`src/rtl/tdm_demux16_pkg.sv`:
```
// Shared types and constants for the 16-slot TDM demultiplexer.
// Slot count, select width, FSM states and the parity helper live here.
package tdm_demux_pkg;

  localparam int N_CH  = 16;
  localparam int SEL_W = 4;

  typedef logic [SEL_W-1:0] sel_t;
  typedef logic [N_CH-1:0]  word_t;

  localparam sel_t SEL_LAST = sel_t'(N_CH - 1);

  typedef enum logic [1:0] {
    IDLE    = 2'd0,
    COLLECT = 2'd1,
    PARITY  = 2'd2
  } state_t;

  // Even parity: the parity bit equals the XOR of all data bits.
  function automatic logic even_parity(input word_t w);
    return ^w;
  endfunction

endpackage

```
`src/rtl/tdm_demux16_if.sv`:
```
// Serial-in / parallel-out bundle of the TDM demultiplexer.
// master drives the serial side; slave is the demultiplexer itself.
interface tdm_demux16_if;
  import tdm_demux_pkg::*;

  logic  in;
  logic  in_valid;
  logic  sync;
  word_t out;
  logic  out_valid;
  sel_t  sel;
  logic  busy;
  logic  err;

  modport master (
    output in, in_valid, sync,
    input  out, out_valid, sel, busy, err
  );

  modport slave (
    input  in, in_valid, sync,
    output out, out_valid, sel, busy, err
  );

endinterface

```
`src/rtl/tdm_demux16_slot_decoder.sv`:
```
// One-hot slot write-enable decoder, gated by a write strobe.
// Purely combinational; no enable is raised while stb is low.
module slot_decoder #(
  parameter int SEL_W = 4,
  parameter int N_CH  = 16
) (
  input  logic [SEL_W-1:0] idx,
  input  logic             stb,
  output logic [N_CH-1:0]  wen
);

  always_comb begin
    wen = '0;
    if (stb) wen[idx] = 1'b1;
  end

endmodule

```
`src/rtl/tdm_demux16.sv`:
```
// Serial TDM demux: one bit per valid cycle into slot sel, word out one cycle after slot 15 (TDM_DEMUX_PARITY_EN adds a checked parity bit).
// No backpressure: in_valid gaps simply hold state; early sync discards the partial frame with an err pulse.
module tdm_demux16
  import tdm_demux_pkg::*;
(
  input logic          clk,
  input logic          rst,
  tdm_demux16_if.slave bus
);

  state_t state, state_nxt;
  sel_t   sel_q, sel_nxt;
  word_t  shadow, shadow_nxt;
  word_t  out_q, out_nxt;
  logic   ov_q, ov_nxt;
  logic   err_q, err_nxt;

  logic   wr_stb;
  sel_t   wr_idx;
  word_t  wen;

  slot_decoder #(
    .SEL_W (SEL_W),
    .N_CH  (N_CH)
  ) u_slot_decoder (
    .idx (wr_idx),
    .stb (wr_stb),
    .wen (wen)
  );

  // Only the addressed slot takes the incoming bit; stale slots are kept.
  assign shadow_nxt = (shadow & ~wen) | ({N_CH{bus.in}} & wen);

  always_comb begin
    state_nxt = state;
    sel_nxt   = sel_q;
    out_nxt   = out_q;
    ov_nxt    = 1'b0;
    err_nxt   = 1'b0;
    wr_stb    = 1'b0;
    wr_idx    = sel_q;

    if (bus.in_valid) begin
      unique case (state)
        IDLE: begin
          if (bus.sync) begin
            wr_stb    = 1'b1;
            wr_idx    = '0;
            sel_nxt   = sel_t'(1);
            state_nxt = COLLECT;
          end
        end

        COLLECT: begin
          if (bus.sync && (sel_q != '0)) begin
            err_nxt = 1'b1;
            wr_stb  = 1'b1;
            wr_idx  = '0;
            sel_nxt = sel_t'(1);
          end else begin
            wr_stb  = 1'b1;
            wr_idx  = sel_q;
            sel_nxt = sel_q + sel_t'(1);
            if (sel_q == SEL_LAST) begin
`ifdef TDM_DEMUX_PARITY_EN
              state_nxt = PARITY;
`else
              out_nxt   = {bus.in, shadow[N_CH-2:0]};
              ov_nxt    = 1'b1;
              state_nxt = IDLE;
`endif
            end
          end
        end

`ifdef TDM_DEMUX_PARITY_EN
        PARITY: begin
          if (bus.sync) begin
            err_nxt   = 1'b1;
            wr_stb    = 1'b1;
            wr_idx    = '0;
            sel_nxt   = sel_t'(1);
            state_nxt = COLLECT;
          end else begin
            state_nxt = IDLE;
            if (bus.in == even_parity(shadow)) begin
              out_nxt = shadow;
              ov_nxt  = 1'b1;
            end else begin
              err_nxt = 1'b1;
            end
          end
        end
`endif

        default: state_nxt = IDLE;
      endcase
    end
  end

  always_ff @(posedge clk or posedge rst) begin
    if (rst) begin
      state  <= IDLE;
      sel_q  <= '0;
      shadow <= '0;
      out_q  <= '0;
      ov_q   <= 1'b0;
      err_q  <= 1'b0;
    end else begin
      state  <= state_nxt;
      sel_q  <= sel_nxt;
      shadow <= shadow_nxt;
      out_q  <= out_nxt;
      ov_q   <= ov_nxt;
      err_q  <= err_nxt;
    end
  end

  assign bus.out       = out_q;
  assign bus.out_valid = ov_q;
  assign bus.err       = err_q;
  assign bus.sel       = sel_q;
  assign bus.busy      = (state != IDLE);

endmodule

```
`src/flat_wrapper.sv`:
```
// flat-port wrapper written by rule: the top's interface ports become plain ports
module tdm_demux16_flat import tdm_demux_pkg::*;
  (clk, rst, bus_in, bus_in_valid, bus_sync, bus_out, bus_out_valid, bus_sel, bus_busy, bus_err);
  tdm_demux16_if bus_i ();
  input logic clk;
  input logic rst;
  input wire logic [$bits(bus_i.in)-1:0] bus_in;
  input wire logic [$bits(bus_i.in_valid)-1:0] bus_in_valid;
  input wire logic [$bits(bus_i.sync)-1:0] bus_sync;
  output wire logic [$bits(bus_i.out)-1:0] bus_out;
  output wire logic [$bits(bus_i.out_valid)-1:0] bus_out_valid;
  output wire logic [$bits(bus_i.sel)-1:0] bus_sel;
  output wire logic [$bits(bus_i.busy)-1:0] bus_busy;
  output wire logic [$bits(bus_i.err)-1:0] bus_err;
  assign bus_i.in = bus_in;
  assign bus_i.in_valid = bus_in_valid;
  assign bus_i.sync = bus_sync;
  assign bus_out = bus_i.out;
  assign bus_out_valid = bus_i.out_valid;
  assign bus_sel = bus_i.sel;
  assign bus_busy = bus_i.busy;
  assign bus_err = bus_i.err;
  tdm_demux16 u_core (.clk(clk), .rst(rst), .bus(bus_i));
endmodule
```
`config.mk`:
```
export PLATFORM = sky130hd
export DESIGN_NAME = tdm_demux16_flat
export DESIGN_NICKNAME = d
export VERILOG_FILES = /design/src/rtl/tdm_demux16_pkg.sv /design/src/rtl/tdm_demux16_if.sv /design/src/rtl/tdm_demux16_slot_decoder.sv /design/src/rtl/tdm_demux16.sv /design/src/flat_wrapper.sv
export SDC_FILE = /design/constraint.sdc
export NUM_CORES = 1
export LEC_CHECK = 0
export BUFFER_PORTS_ARGS = -buffer_cell sky130_fd_sc_hd__buf_2
export CORE_ASPECT_RATIO = 1.4
export CORE_MARGIN = 4
export CORE_UTILIZATION = 55
export CTS_CLUSTER_DIAMETER = 40
export DETAILED_ROUTE_END_ITERATION = 12
export GPL_TIMING_DRIVEN = 1
export PLACE_DENSITY_LB_ADDON = 0.2
export SYNTH_ARGS = -nofsm -noshare
export SYNTH_HDL_FRONTEND = slang
export SYNTH_SLANG_ARGS = --single-unit
export TNS_END_PERCENT = 5
```
`constraint.sdc`:
```
create_clock -name clk -period 2.3 [get_ports clk]
set_input_delay 0.23 -clock clk [delete_from_list [all_inputs] [get_ports clk]]
set_output_delay 0.23 -clock clk [all_outputs]
set_load 0.005 [all_outputs]
```
==> impl_metrics.toml <==
[timing]
drv_slew = 0
tightest_slew_ns = 0.463
tns_ns = 0
final-hold-violation-count = 0
period_needed_ns = 1.92
final-setup-viol-count = 0
skew_ns = 0.00774
max_clock_freq_mhz = 520
slew_headroom = 0.691
rsz0062_at_grt = "false"
hold_ws_ns = 0.0457
fin_crit_sh = 0.836

[clock_network]
clkTransAtPathRegs_ns = 0.07
clk_latency_ns = 0.29
clk_path_buf_depth = 2
cts_root_buf = "clkbuf_8"
cts_tree = "yes"
cts_buffers = 5
ctsHtreeMaxLevel = 2
clock-sinks = 38
hold_buffers = 0
post_cts_resized = 0
postCtsSetupBuffers = 0

[detailed_routing]
dr_wl_met2_mm = 1.66
ant_nets = 0
wl_mm = 3.16
wl_met1_mm = 1.29
vias_per_cell = 5.72
maxUsedRoutingLayer = "met4"
drt_iter0_drc = 33
via_count = 1110
route.detailed.drc = 0
dr_wl_met3_um = 146
wl_per_cell_um = 16.3
firstDrtPassIters = 4

[pwr]
seqPwrFrac = 0.499
p_comb_frac = 0.221
p_int_mw = 1.39
switchingPower_mw = 0.556
clockPowerShare = 0.280
p_leak_nw = 1.02
switching_share = 0.286
power-per-cell-area_mw_per_mm2 = 979
ir_worst_vdd_v = 0.000643
finalPower_mw = 1.94

[critical_path]
rrSetupSlack_ns = 0.38
crit_chain = "inv_1 > ha_1 > or3b_2 > a21oi_1 > a22o_1"
r2r-end = "u_core.bus.sel[1]$_DFFE_PP0P_"
slowest_stage = "dfrtp_1"
timing.rr.start = "u_core.bus.sel[0]$_DFFE_PP0P_"
path_buf_inv = 1
critPathKind = "flop to flop"
end_kind = "flop"
startpoint_type = "flop"
rr_worst_depth = 5
path_max_fanout = 12
worstSetupStartpoint = "u_core.bus.sel[0]$_DFFE_PP0P_"
crit_family = "flip-flops"
cp.required_ns = 2.52
arrival_ns = 2.15
max_stage_delay_ns = 0.51

[cells_and_area]
nFillCells = 234
area_growth_pct = 14.7
multi_input_area_um2 = 701
regArea_um2 = 951
drive_gt1_frac = 0.478
layout_commonest_cell = "dfrtp_1"
fin_nets = 163
antenna-diode-count = 0
layout_common_cells = "dfrtp_1 (38), buf_2 (27), mux2_2 (23)"

[global_route]
grt_pass1_wl_mm = 5.22
grt_max_degree = 39
grt_pass1_vias = 1115
grt.overflow.total = 0
antenna_found_initial = 0
grtUsageTotal = 0.164

[logic_synthesis]
syn_area_per_cell_um2 = 13.6
yosysTopAreaCell = "dfrtp_1"
yosysTopAreaCellShare = 0.550
synth-compound-area-share = 0.0347
muxShareOfSynthArea = 0.231
synth_seq_cells = 38
synth-simple-area-share = 0.125
synth_top_family_by_area = "multiplexers"
synth_area_mm2 = 0.00173
synth_seq_area_share = 0.550
yosys_warnings = 0
synth_cell_types = 32
synth_xor_area_frac = 0
synth_nets = 134
yosys.area_share.adder = 0.0145
synthCells = 127
synth_area_leaders = "dfrtp_1 (55%), mux2_2 (15%), mux2_4 (6.9%)"

[floorplanning]
die_w_um = 55.4
io_pins = 28
row_count = 23
start_util = 0.589
die_h_um = 74.3
die_area_mm2 = 0.00412
core_area_mm2 = 0.00294

[placed_design]
place.gp.congestion = 0.815
numPortBuffers = 27
hpwl_mm = 2.26

[hold_path]
hold_class = "input port to async pin"

[status]
outcome = "finished clean"

[flow_run]
maxCapViolCount = 0
-- metal layers --
layer / GRT usage / vias up
li1: - / 507
met1: 0.190 / 565
met2: 0.276 / 29
met3: 0.0521 / 9
met4: 0.0865 / 0
met5: 0 / -
-- power by group through the flow --
stage / combinational (mW) / clock [mW] / sequential [mW]
after CTS: 0.435 / 0.556 / 0.967
after floorplan: 0.348 / 0 / 0.915
final: 0.429 / 0.543 / 0.970
after global placement: 0.411 / 0 / 0.960
after global routing: 0.472 / 0.595 / 0.985
after detailed placement: 0.434 / 0 / 0.978
-- final cells by class --
| type | instances | share of cell area |
|---|---|---|
| Timing Repair Buffer | 30 | 0.0795 |
| Inverter | 5 | 0.00946 |
| Multi-Input combinational cell | 76 | 0.353 |
| Clock inverter | 3 | 0.0202 |
| Clock buffer | 5 | 0.0347 |
| Sequential cell | 38 | 0.479 |
| Tap cell | 37 | 0.0233 |
-- Yosys cell counts --
library cell	count
inv_1	5
a21o_1	1
buf_6	1
and2b_1	2
nand4_1	4
mux2i_1	2
a32oi_1	1
a21oi_1	3
o21ai_0	1
nand4b_1	2
nand4bb_1	1
nor2_1	3
buf_2	4
nor3_1	1
mux2_4	8
buf_12	1
o22ai_1	1
dfrtp_1	38
or3b_2	1
a31o_2	1
nor3b_2	1
a22o_1	1
nand2b_1	3
nand4_2	1
nor3b_1	2
ha_1	2
clkbuf_1	2
mux2_2	23
nand2_1	8
and4bb_2	1
and4b_2	1
and4b_1	1
-- worst reg2reg max path, cell delays in order (launching register included) --
cell	delay, ns
dfrtp_1	0.51
inv_1	0.18
ha_1	0.20
or3b_2	0.46
a21oi_1	0.30
a22o_1	0.21
-- cells by family after synthesis --
group / after synthesis
muxes: 33
AOI/OAI and AO/OA: 9
adders and majority gates: 2
and+or+nand+nor: 32
DFF: 38
buffers and inverters: 13
-- metrics by stage --
stage	instance area [µm²]	utilization	setup slack, ns	std cells
4_1_cts	1980	0.676	0.394	194
5_1_grt	1980	0.676	0.311	194
3_3_place_gp	1870	0.639	0.462	186
6_report	1980	0.676	0.378	194
3_5_place_dp	1870	0.639	0.414	186
2_1_floorplan	1730	-	0.576	127
-- worst max-delay path by stage --
stage	to	slack [ns]	cells past startpoint
floorplan	u_core.bus.sel[2]$_DFFE_PP0P_	0.58	6
finish	u_core.bus.sel[1]$_DFFE_PP0P_	0.38	5
global placement	u_core.bus.sel[2]$_DFFE_PP0P_	0.46	5
CTS	u_core.bus.sel[1]$_DFFE_PP0P_	0.39	5
global route	u_core.bus.sel[0]$_DFFE_PP0P_	0.31	5
detailed placement	u_core.bus.sel[1]$_DFFE_PP0P_	0.41	5
Power figures use the tool's default switching activity.
